[config.mk]
export PLATFORM = sky130hd
export DESIGN_NAME = divisor_sequencial
export DESIGN_NICKNAME = d
export VERILOG_FILES = /design/src/rtl/arith_pkg.sv /design/src/rtl/subtrator_restauracao.sv /design/src/rtl/divisor_sequencial.sv
export SDC_FILE = /design/constraint.sdc
export NUM_CORES = 1
export LEC_CHECK = 0
export CAP_MARGIN = 20
export CORE_MARGIN = 10
export CORE_UTILIZATION = 40
export DETAILED_ROUTE_END_ITERATION = 8
export SYNTH_ARGS = -nofsm -noshare
export SYNTH_HDL_FRONTEND = slang
export SYNTH_SLANG_ARGS = --single-unit
[constraint.sdc]
create_clock -name clk -period 2.8 [get_ports clk]
set_clock_uncertainty 0.1 [all_clocks]
set_input_delay 0.56 -clock clk [delete_from_list [all_inputs] [get_ports clk]]
set_output_delay 0.56 -clock clk [all_outputs]
set_load 0.005 [all_outputs]
[src/rtl/arith_pkg.sv]
// Shared definitions for the sequential arithmetic unit (multiplier and divider).
package arith_pkg;

    // Operand width used when an instance does not override it.
    localparam int unsigned DefWidth = 4;

    // Control FSM shared by the sequential arithmetic blocks.
    typedef enum logic [1:0] {
        StIdle = 2'd0,
        StCalc = 2'd1,
        StFim  = 2'd2
    } arith_state_e;

    // Step-counter width for a given operand width (at least one bit).
    function automatic int unsigned cnt_width(input int unsigned width);
        return (width <= 2) ? 1 : $clog2(width);
    endfunction

    localparam int unsigned DefCntWidth = cnt_width(DefWidth);

endpackage

[src/rtl/subtrator_restauracao.sv]
// One restoring-division step: trial subtraction of the divisor from the shifted
// partial remainder, keeping the difference only when it does not go negative.
module subtrator_restauracao
    import arith_pkg::*;
#(
    parameter int unsigned WIDTH = DefWidth
) (
    input  logic [WIDTH:0]   r_shift,
    input  logic [WIDTH-1:0] d,
    output logic [WIDTH:0]   r_next,
    output logic             q_bit
);

    logic [WIDTH:0] trial;

    // The extra bit of R makes the trial MSB a clean borrow flag.
    always_comb begin
        trial  = r_shift - {1'b0, d};
        q_bit  = ~trial[WIDTH];
        r_next = q_bit ? trial : r_shift;
    end

endmodule

[src/rtl/divisor_sequencial.sv]
// Sequential restoring divider: one quotient bit per clock, start/done handshake
// shared with the shift-and-add multiplier.
module divisor_sequencial
    import arith_pkg::*;
#(
    parameter int unsigned WIDTH = DefWidth
) (
    input  logic             clk,
    input  logic             rst_n,
    input  logic             start,
    input  logic [WIDTH-1:0] dividend,
    input  logic [WIDTH-1:0] divisor,
    output logic             busy,
    output logic             done,
    output logic [WIDTH-1:0] quotient,
    output logic [WIDTH-1:0] remainder,
    output logic             div_zero
);

    localparam int unsigned CntW = cnt_width(WIDTH);
    localparam logic [CntW-1:0] LastCnt = CntW'(WIDTH - 1);
    localparam logic [CntW-1:0] CntOne  = CntW'(1);

    arith_state_e state_q, state_d;

    logic [CntW-1:0]  cnt_q;
    logic [WIDTH:0]   r_q;
    logic [WIDTH-1:0] q_q;
    logic [WIDTH-1:0] d_q;
    logic [WIDTH-1:0] quotient_q;
    logic [WIDTH-1:0] remainder_q;
    logic             div_zero_q;

    // Control strobes decoded from the FSM.
    logic load_op;
    logic load_zero;
    logic step;
    logic finish;

    // Shifted {R,Q} pair and the step result.
    logic [WIDTH:0]   r_shift;
    logic [WIDTH:0]   r_next;
    logic             q_bit;
    logic [WIDTH-1:0] q_next;

    // {R,Q} <<= 1; R never exceeds WIDTH significant bits between steps.
    always_comb begin
        r_shift = {r_q[WIDTH-1:0], q_q[WIDTH-1]};
        q_next  = {q_q[WIDTH-2:0], q_bit};
    end

    subtrator_restauracao #(
        .WIDTH (WIDTH)
    ) u_subtrator (
        .r_shift (r_shift),
        .d       (d_q),
        .r_next  (r_next),
        .q_bit   (q_bit)
    );

    // State register.
    always_ff @(posedge clk or negedge rst_n) begin
        if (!rst_n) begin
            state_q <= StIdle;
        end else begin
            state_q <= state_d;
        end
    end

    // Next-state logic and handshake outputs.
    always_comb begin
        state_d   = state_q;
        busy      = 1'b0;
        done      = 1'b0;
        load_op   = 1'b0;
        load_zero = 1'b0;
        step      = 1'b0;
        finish    = 1'b0;
        unique case (state_q)
            StIdle: begin
                if (start) begin
                    if (divisor != '0) begin
                        load_op = 1'b1;
                        state_d = StCalc;
                    end else begin
                        // Divide by zero skips the iteration entirely.
                        load_zero = 1'b1;
                        state_d   = StFim;
                    end
                end
            end
            StCalc: begin
                busy = 1'b1;
                step = 1'b1;
                if (cnt_q == LastCnt) begin
                    finish  = 1'b1;
                    state_d = StFim;
                end
            end
            StFim: begin
                done    = 1'b1;
                state_d = StIdle;
            end
            default: begin
                state_d = StIdle;
            end
        endcase
    end

    // Working registers (R, Q, D, step counter) and the held results.
    always_ff @(posedge clk or negedge rst_n) begin
        if (!rst_n) begin
            cnt_q       <= '0;
            r_q         <= '0;
            q_q         <= '0;
            d_q         <= '0;
            quotient_q  <= '0;
            remainder_q <= '0;
            div_zero_q  <= 1'b0;
        end else begin
            if (load_op) begin
                cnt_q      <= '0;
                r_q        <= '0;
                q_q        <= dividend;
                d_q        <= divisor;
                div_zero_q <= 1'b0;
            end
            if (load_zero) begin
                quotient_q  <= '1;
                remainder_q <= dividend;
                div_zero_q  <= 1'b1;
            end
            if (step) begin
                r_q   <= r_next;
                q_q   <= q_next;
                cnt_q <= cnt_q + CntOne;
            end
            // Final step result goes straight to the outputs.
            if (finish) begin
                quotient_q  <= q_next;
                remainder_q <= r_next[WIDTH-1:0];
            end
        end
    end

    assign quotient  = quotient_q;
    assign remainder = remainder_q;
    assign div_zero  = div_zero_q;

endmodule

## After elaboration in Yosys (flattened, before gate mapping)

Index checks and enable logic that the tools add are counted.

| operators by class | value |
|---|---|
| reduce and logical (&&, ||, !) cells | 6 |
| mux-type cells | 27 |
| bitwise operators | 1 |
| add/subtract/negate cells | 2 |
| eq/ne operators | 5 |

Operators by type and width:

| operator | count |
|---|---|
| $mux W4 | 9 |
| $mux W1 | 12 |
| $mux W2 | 5 |
| $reduce_bool A2 Y1 | 3 |
| $sub A5 B4 Y5 | 1 |
| $eq A2 B2 Y1 const B | 2 |
| $ne A2 B2 Y1 const B | 2 |
| $pmux W2 S2 | 1 |
| $reduce_bool A4 Y1 | 1 |
| $add A2 B1 Y2 const B | 1 |
| $eq A2 B1 Y1 const B | 1 |
| $logic_not A2 Y1 | 1 |
| $reduce_and A2 Y1 | 1 |
| $not A1 Y1 | 1 |

| storage, ports and cells | value |
|---|---|
| output and inout bits | 11 |
| bits of input ports | 11 |
| logic and storage cells | 49 |
| register bits | 25 |

## Logic depth before layout (Yosys ltp)

Gate-level depths: netlist of the first run.

| logic depth | value |
|---|---|
| word-level depth | 6 |
| mapped depth | 8 |
| depth with buffers taken out | 8 |

## By module

Synthesis of the first run repeated with hierarchy kept, for this count alone.

| unflattened totals | value |
|---|---|
| cells, all modules | 140 |
| area total of the unflattened synthesis | 1356.3 sq um |

Modules (own cells, without submodules):

| module | sequential area each (sq um) | times used | area an instance (sq um) | cells an instance |
|---|---|---|---|---|
| divisor_sequencial | 625.6 | 1 | 1126.1 | 112 |
| subtrator_restauracao | 0.0 | 1 | 230.2 | 28 |

## Worst setup path before layout of the first run

Ideal clock, no wire load.

| timing | value |
|---|---|
| path kind | reg-to-reg |
| start | reg q_q[3] |
| end | reg remainder_q[3], in the netlist remainder[3] |
| path buffers | 0 |
| arrival time | 1870 ps |
| setup slack | 701 ps |
| stages on the path, launching flop included | 9 |
| library setup time | 130 ps |
| clock period less this slack | 2099 ps |
| data required time | 2570 ps |
| cell sequence | dfrtp_1 > inv_1 > ha_1 > fa_1 > nand2b_1 > a21oi_2 > xor2_1 > mux2i_1 > a31oi_1 |

| on the way | value |
|---|---|
| longest elaborated chain between the ends | 3 |

Ends and longest elaborated chain:

| element | RTL line | text |
|---|---|---|
| start, declared | divisor_sequencial.sv:28 | `logic [WIDTH-1:0] q_q;` |
| start signal, assigned | divisor_sequencial.sv:124 | `q_q <= dividend;` |
| start signal, assigned | divisor_sequencial.sv:135 | `q_q <= q_next;` |
| $sub A5 B4 Y5 | subtrator_restauracao.sv:18 | `trial = r_shift - {1'b0, d};` |
| $mux W4 | subtrator_restauracao.sv:20 | `r_next = q_bit ? trial : r_shift;` |
| $mux W4 | divisor_sequencial.sv:139 | `if (finish) begin` |
| end signal, assigned | divisor_sequencial.sv:130 | `remainder_q <= dividend;` |
| end signal, assigned | divisor_sequencial.sv:141 | `remainder_q <= r_next[WIDTH-1:0];` |
| end, declared | divisor_sequencial.sv:31 | `logic [WIDTH-1:0] remainder_q;` |

Every way passes these cells.
A chain may end at the register's enable or synchronous reset.

## Worst setup path after layout of the first run

Ends and elaborated chain as after synthesis.

==> results.json, run 1 <==
{
  "routed_wl_microns": 2810,
  "max_freq_mhz": 428,
  "start_kind": "flop",
  "synth_cell_type_count": 35,
  "setup_viol": 0,
  "crit_fanout": 3,
  "vdd.ir_drop.worst_uv": 505,
  "path_class": "reg2reg",
  "gp_congestion": 0.775,
  "final_cell_count_no_fill": 170,
  "worstSetupEndpointType": "flop",
  "final.period_utilization_pct": 83.4,
  "ant_nets": 0,
  "synth_area_leaders": "dfrtp_1 (51%), ha_1 (5.1%), o21ai_0 (3.7%), nand3_1 (2.9%), nand2_1 (2.8%)",
  "nNetsFinal": 157,
  "powerDensity_nw_per_um2": 1260,
  "netlist_area_sq_um": 1220,
  "top_usage_layer": "met2",
  "yosysSeqAreaShare_pct": 51.4,
  "root_buffer": "clkbuf_4",
  "required_ns": 2.90,
  "tightest_slew_ns": 0.358,
  "maxCapViolCount": 0,
  "syn2layout_area_growth_pct": 22.5,
  "antenna_found_initial": 0,
  "status": "finished clean",
  "num_vias": 936,
  "synth_commonest_cells": "dfrtp_1 (25), nand2_1 (9), o21ai_0 (9)",
  "post_cts_buffers": 0,
  "drtPass1Iterations": 4,
  "grt_overflow": 0,
  "antenna_cells": 0,
  "post-route-min-period_ns": 2.34,
  "drive_gt1_share_pct": 10.1,
  "yosysMostFrequentCell": "dfrtp_1",
  "clock_path_buffers": 2,
  "coreArea_sq_um": 2830,
  "grt_pass1_wl_microns": 4780,
  "yosysTopAreaCell": "dfrtp_1",
  "rsz0062_at_grt": "no",
  "place_ws_ns": 0.459,
  "cts_tree": "yes",
  "initialDrtViolationCount": 62,
  "dieWidth_microns": 75.2,
  "hold_class": "reg2reg",
  "cts_resized": 0,
  "grt_use_met1_pct": 13.9,
  "io_buffers": 21,
  "fin_ws_ns": 0.464,
  "synth_ff_type": "dfrtp_1",
  "leakage_nw": 0.648,
  "clock_latency_ns": 0.31,
  "netlist.area_leader.share_pct": 51.4,
  "grt_max_degree": 26,
  "synthArstFlopShare_pct": 100,
  "slew_headroom_pct": 76.0,
  "pin_count": 22,
  "syn-num-nets": 132,
  "fp.dieArea_sq_um": 5650,
  "ys_warn_count": 0,
  "cts-htree-levels": 1,
  "grt_pass1_vias": 970,
  "fin_tns_setup_ns": 0,
  "grt_util_met2_pct": 17.3,
  "hold_viol_final": 0,
  "drv_slew": 0,
  "post_drt_wl_per_cell_microns": 16.6,
  "cts_buffers": 3,
  "hpwlAfterDp_microns": 2210,
  "numClockSinks": 25,
  "syn_inst": 115,
  "start_util_pct": 43.0,
  "use_met3_pct": 3.15,
  "dieHeight_microns": 75.2,
  "synth-edff-count": 0,
  "cts_hold_buf": 0,
  "synth_seq_cells": 25,
  "power.total_mw": 1.88,
  "worst_hold_slack_ns": 0.403,
  "synth_area_per_cell_sq_um": 10.6,
  "track_usage_pct": 10.9,
  "worstPathArrival_ns": 2.44,
  "fill_cells": 258,
  "rows": 19,
  "viasPerCell": 5.51,
  "drc": 0,
  "clk_pin_slew_ns": 0.13,
  "dp.cells": 166
}
## cells by family after synthesis
group / count (synthesis) / synth area share (%)
AND/OR/NAND/NOR: 34 / 14.7
AO/OA/AOI/OAI: 32 / 17.2
flip-flops: 25 / 51.4
buffers and inverters: 10 / 3.60
adder cells (fa/ha/maj): 6 / 6.78
XOR/XNOR: 4 / 2.88
multiplexers: 4 / 3.49
## power breakdown
group | leakage, nW | switching, mW | internal, mW
clock network | 0.0150 | 0.103 | 0.0556
logic | 0.333 | 0.550 | 0.519
registers | 0.300 | 0.118 | 0.536
## layout make-up
type / instances / area [sq um] / area share (%)
sequential: 25 / 626 / 41.9
inverter: 7 / 27.5 / 1.85
timing repair buffer: 23 / 225 / 15.1
multi-input combinational: 80 / 548 / 36.7
tap: 31 / 38.8 / 2.60
clock buffer: 4 / 26.3 / 1.76
## placed cells by master (no fill, tap or decap), types with 2 or more instances in the layout
cell type and count:
a31oi_1 2, dfrtp_1 25, nand2b_1 3, clkdlybuf4s50_1 21, buf_4 2, o21ai_0 9
nor2b_1 2, nand3_1 7, o22ai_1 3, o21ai_1 4, ha_1 5, nand2_1 9
inv_1 6, a22oi_1 4, mux2_2 2, xor2_1 2, nor2_1 8, clkbuf_4 3
mux2i_1 2, o22a_1 3, xnor2_1 2
## per-stage QoR
step                      util (%)  area (sq um)
after floorplan                  -          1220
after global placement        51.8          1470
after detailed placement      51.8          1470
after CTS                     52.7          1490
after global routing          52.7          1490
final                         52.7          1490
## layer usage
| layer | wire [microns] | part of all wire [%] |
|---|---|---|
| met5 | 0 | 0 |
| met4 | 29 | 1.0 |
| met3 | 217 | 7.7 |
| met2 | 1280 | 45 |
| met1 | 1290 | 46 |
## worst max-delay path, cell delays in order, from the launching register on
cell      delay, ns
dfrtp_1        0.36
inv_1          0.06
ha_1           0.22
fa_1           0.40
nand2b_1       0.17
a21oi_2        0.19
xor2_1         0.34
mux2i_1        0.28
a31oi_1        0.11
## state kept, by name, summed over array words and instances, names as in the netlist
| signal | cells |
|---|---|
| quotient | 4 |
| q_q | 4 |
| state_q | 2 |
| remainder | 4 |
| div_zero | 1 |
| r_q | 4 |
| d_q | 4 |
| cnt_q | 2 |
## worst paths after layout
check	start	to	slack, ns	depth (start not counted)
worst min register to register	div_zero	div_zero	0.40	1
worst max register to register	q_q[3]	remainder[3]	0.46	8
max in group asynchronous	rst_n	q_q[2]	1.87	2
worst min-delay path	div_zero	div_zero	0.40	1
min in group asynchronous	rst_n	cnt_q[1]	0.49	2
worst max-delay path	q_q[3]	remainder[3]	0.46	8
Power figures use the tool's default switching activity.
==> run 2, diff against run 1 <==
--- a/config.mk
+++ b/config.mk
@@ -9,6 +9,7 @@
 export CORE_MARGIN = 10
 export CORE_UTILIZATION = 40
 export DETAILED_ROUTE_END_ITERATION = 8
+export PLACE_DENSITY = 0.66
 export SYNTH_ARGS = -nofsm -noshare
 export SYNTH_HDL_FRONTEND = slang
 export SYNTH_SLANG_ARGS = --single-unit
==> constraint.sdc (replaced) <==
create_clock -name clk -period 2.1 [get_ports clk]
set_clock_uncertainty 0.1 [all_clocks]
set_input_delay 0.42 -clock clk [delete_from_list [all_inputs] [get_ports clk]]
set_output_delay 0.42 -clock clk [all_outputs]
set_load 0.005 [all_outputs]
==> results.json, run 2 (synthesized netlist as in run 1, its figures left out) <==
{
  "status": "finished with violations",
  "power.total_mw": 3.25,
  "power.internal_mw": 1.95,
  "hold_viol_final": 0,
  "cts_buffers": 3,
  "ant_nets": 0,
  "gp_congestion": 0.880,
  "final.period_utilization_pct": 102,
  "worstSetupEndpointType": "flop",
  "vdd.ir_drop.worst_uv": 1090,
  "clock_latency_ns": 0.34,
  "clkPwrFrac_pct": 7.2,
  "powerDensity_nw_per_um2": 1920,
  "drc": 0,
  "max_freq_mhz": 469,
  "start_kind": "flop",
  "rows": 19,
  "clk_pin_slew_ns": 0.16,
  "tightest_slew_ns": 0.334,
  "path_class": "reg2reg",
  "track_usage_pct": 11.9,
  "hpwlAfterDp_microns": 2360,
  "routed_wl_microns": 3140,
  "violations": "setup timing",
  "maxCapViolCount": 0,
  "drv_slew": 0,
  "fill_cells": 252,
  "num_vias": 1012,
  "dieWidth_microns": 75.2,
  "layout_commonest_cell": "dfrtp_1",
  "dp.cells": 176,
  "final_cell_count_no_fill": 183,
  "net-switching-power_mw": 1.30,
  "cts_tree": "yes",
  "required_ns": 2.22,
  "syn2layout_area_growth_pct": 39.3,
  "comb_power_share_pct": 65.5,
  "worst_hold_slack_ns": 0.314,
  "post_drt_wl_per_cell_microns": 17.1,
  "pin_count": 22,
  "grt_max_degree": 26,
  "grt_pass1_wl_microns": 5200,
  "drive_gt1_share_pct": 25.7,
  "nNetsFinal": 170,
  "io_buffers": 21,
  "setup_viol": 4,
  "antenna_cells": 0,
  "root_buffer": "clkbuf_4",
  "fin_ws_ns": -0.0317,
  "post-route-min-period_ns": 2.13,
  "cts_hold_buf": 0,
  "slew_headroom_pct": 77.7,
  "cts-htree-levels": 1,
  "clock_path_buffers": 2,
  "place_ws_ns": -0.175,
  "worstPathArrival_ns": 2.25,
  "crit_fanout": 2,
  "numClockSinks": 25,
  "rsz0062_at_grt": "yes",
  "leakage_nw": 0.753,
  "dieHeight_microns": 75.2,
  "coreArea_sq_um": 2830,
  "switching_share_pct": 40.0,
  "drtPass1Iterations": 4,
  "grt_overflow": 0,
  "fp.dieArea_sq_um": 5650,
  "hold_class": "in2async",
  "initialDrtViolationCount": 46,
  "seqPwrFrac_pct": 27.3,
  "mostFrequentLayoutCells": "dfrtp_1 (25), clkdlybuf4s50_1 (20), buf_4 (13), nand2_1 (9), nor2_1 (8)",
  "start_util_pct": 43.0,
  "post-route-util_pct": 59.9,
  "viasPerCell": 5.53,
  "grt_pass1_vias": 1046,
  "antenna_found_initial": 0
}
==> run 2: per-layer routing <==
metal | global-route usage, % | up-vias | part of all wire [%]
met2 | 18.8 | 27 | 47
met1 | 15.6 | 497 | 46
li1 | - | 484 | -
met4 | 4.33 | 0 | 1.4
met3 | 2.89 | 4 | 6.1
met5 | 0 | - | 0
==> run 2: final cells by class <==
| class | count | area, sq um | share of cell area, % |
|---|---|---|---|
| clock buffers | 3 | 22.5 | 1.33 |
| flip-flops and latches | 25 | 626 | 36.9 |
| well taps | 31 | 38.8 | 2.29 |
| multi-input cells | 80 | 622 | 36.7 |
| clock inverters | 1 | 8.76 | 0.517 |
| repair buffers | 36 | 350 | 20.7 |
| inverters | 7 | 27.5 | 1.62 |
==> run 2: final timing paths <==
path | startpoint | to | slack (ns) | depth (start not counted)
max | d_q[0] | r_q[2] | -0.03 | 8
min | rst_n | quotient[2] | 0.31 | 2
max reg2reg | d_q[0] | r_q[2] | -0.03 | 8
min reg2reg | div_zero | div_zero | 0.40 | 1
max in group asynchronous | rst_n | r_q[0] | 1.32 | 2
min in group clk | div_zero | div_zero | 0.40 | 1
==> run 2: stage by stage <==
step                      instance area [sq um]  TNS (ns)
after CTS                                  1670    -0.229
final                                      1700   -0.0928
after detailed placement                   1570    -0.962
after global placement                     1570    -0.490
after global routing                       1700    -0.538
after floorplan                            1220         0
==> run 2: timing repair <==
item                                    in CTS  in global routing
endpoints found under the setup margin      10                  9
resized for setup                           16                  3
hold endpoints to repair                     0                  0
pin swaps                                    2                  2
setup buffers                                2                  1
==> run 2: critical path: stages (launching register included) <==
cell and delay (ns):
dfrtp_1 0.42, ha_2 0.19, fa_2 0.34, nand2b_4 0.16
a21oi_4 0.19, xor2_2 0.17, buf_4 0.14, mux2i_4 0.24
o21ai_1 0.08
==> run 2: power by group through the flow <==
stage / logic, mW / registers (mW) / clock network (mW)
floorplan: 0.974 / 0.851 / 0
global placement: 1.67 / 0.873 / 0
detailed placement: 1.69 / 0.882 / 0
CTS: 2.07 / 0.883 / 0.244
global route: 2.31 / 0.908 / 0.262
finish: 2.13 / 0.887 / 0.235
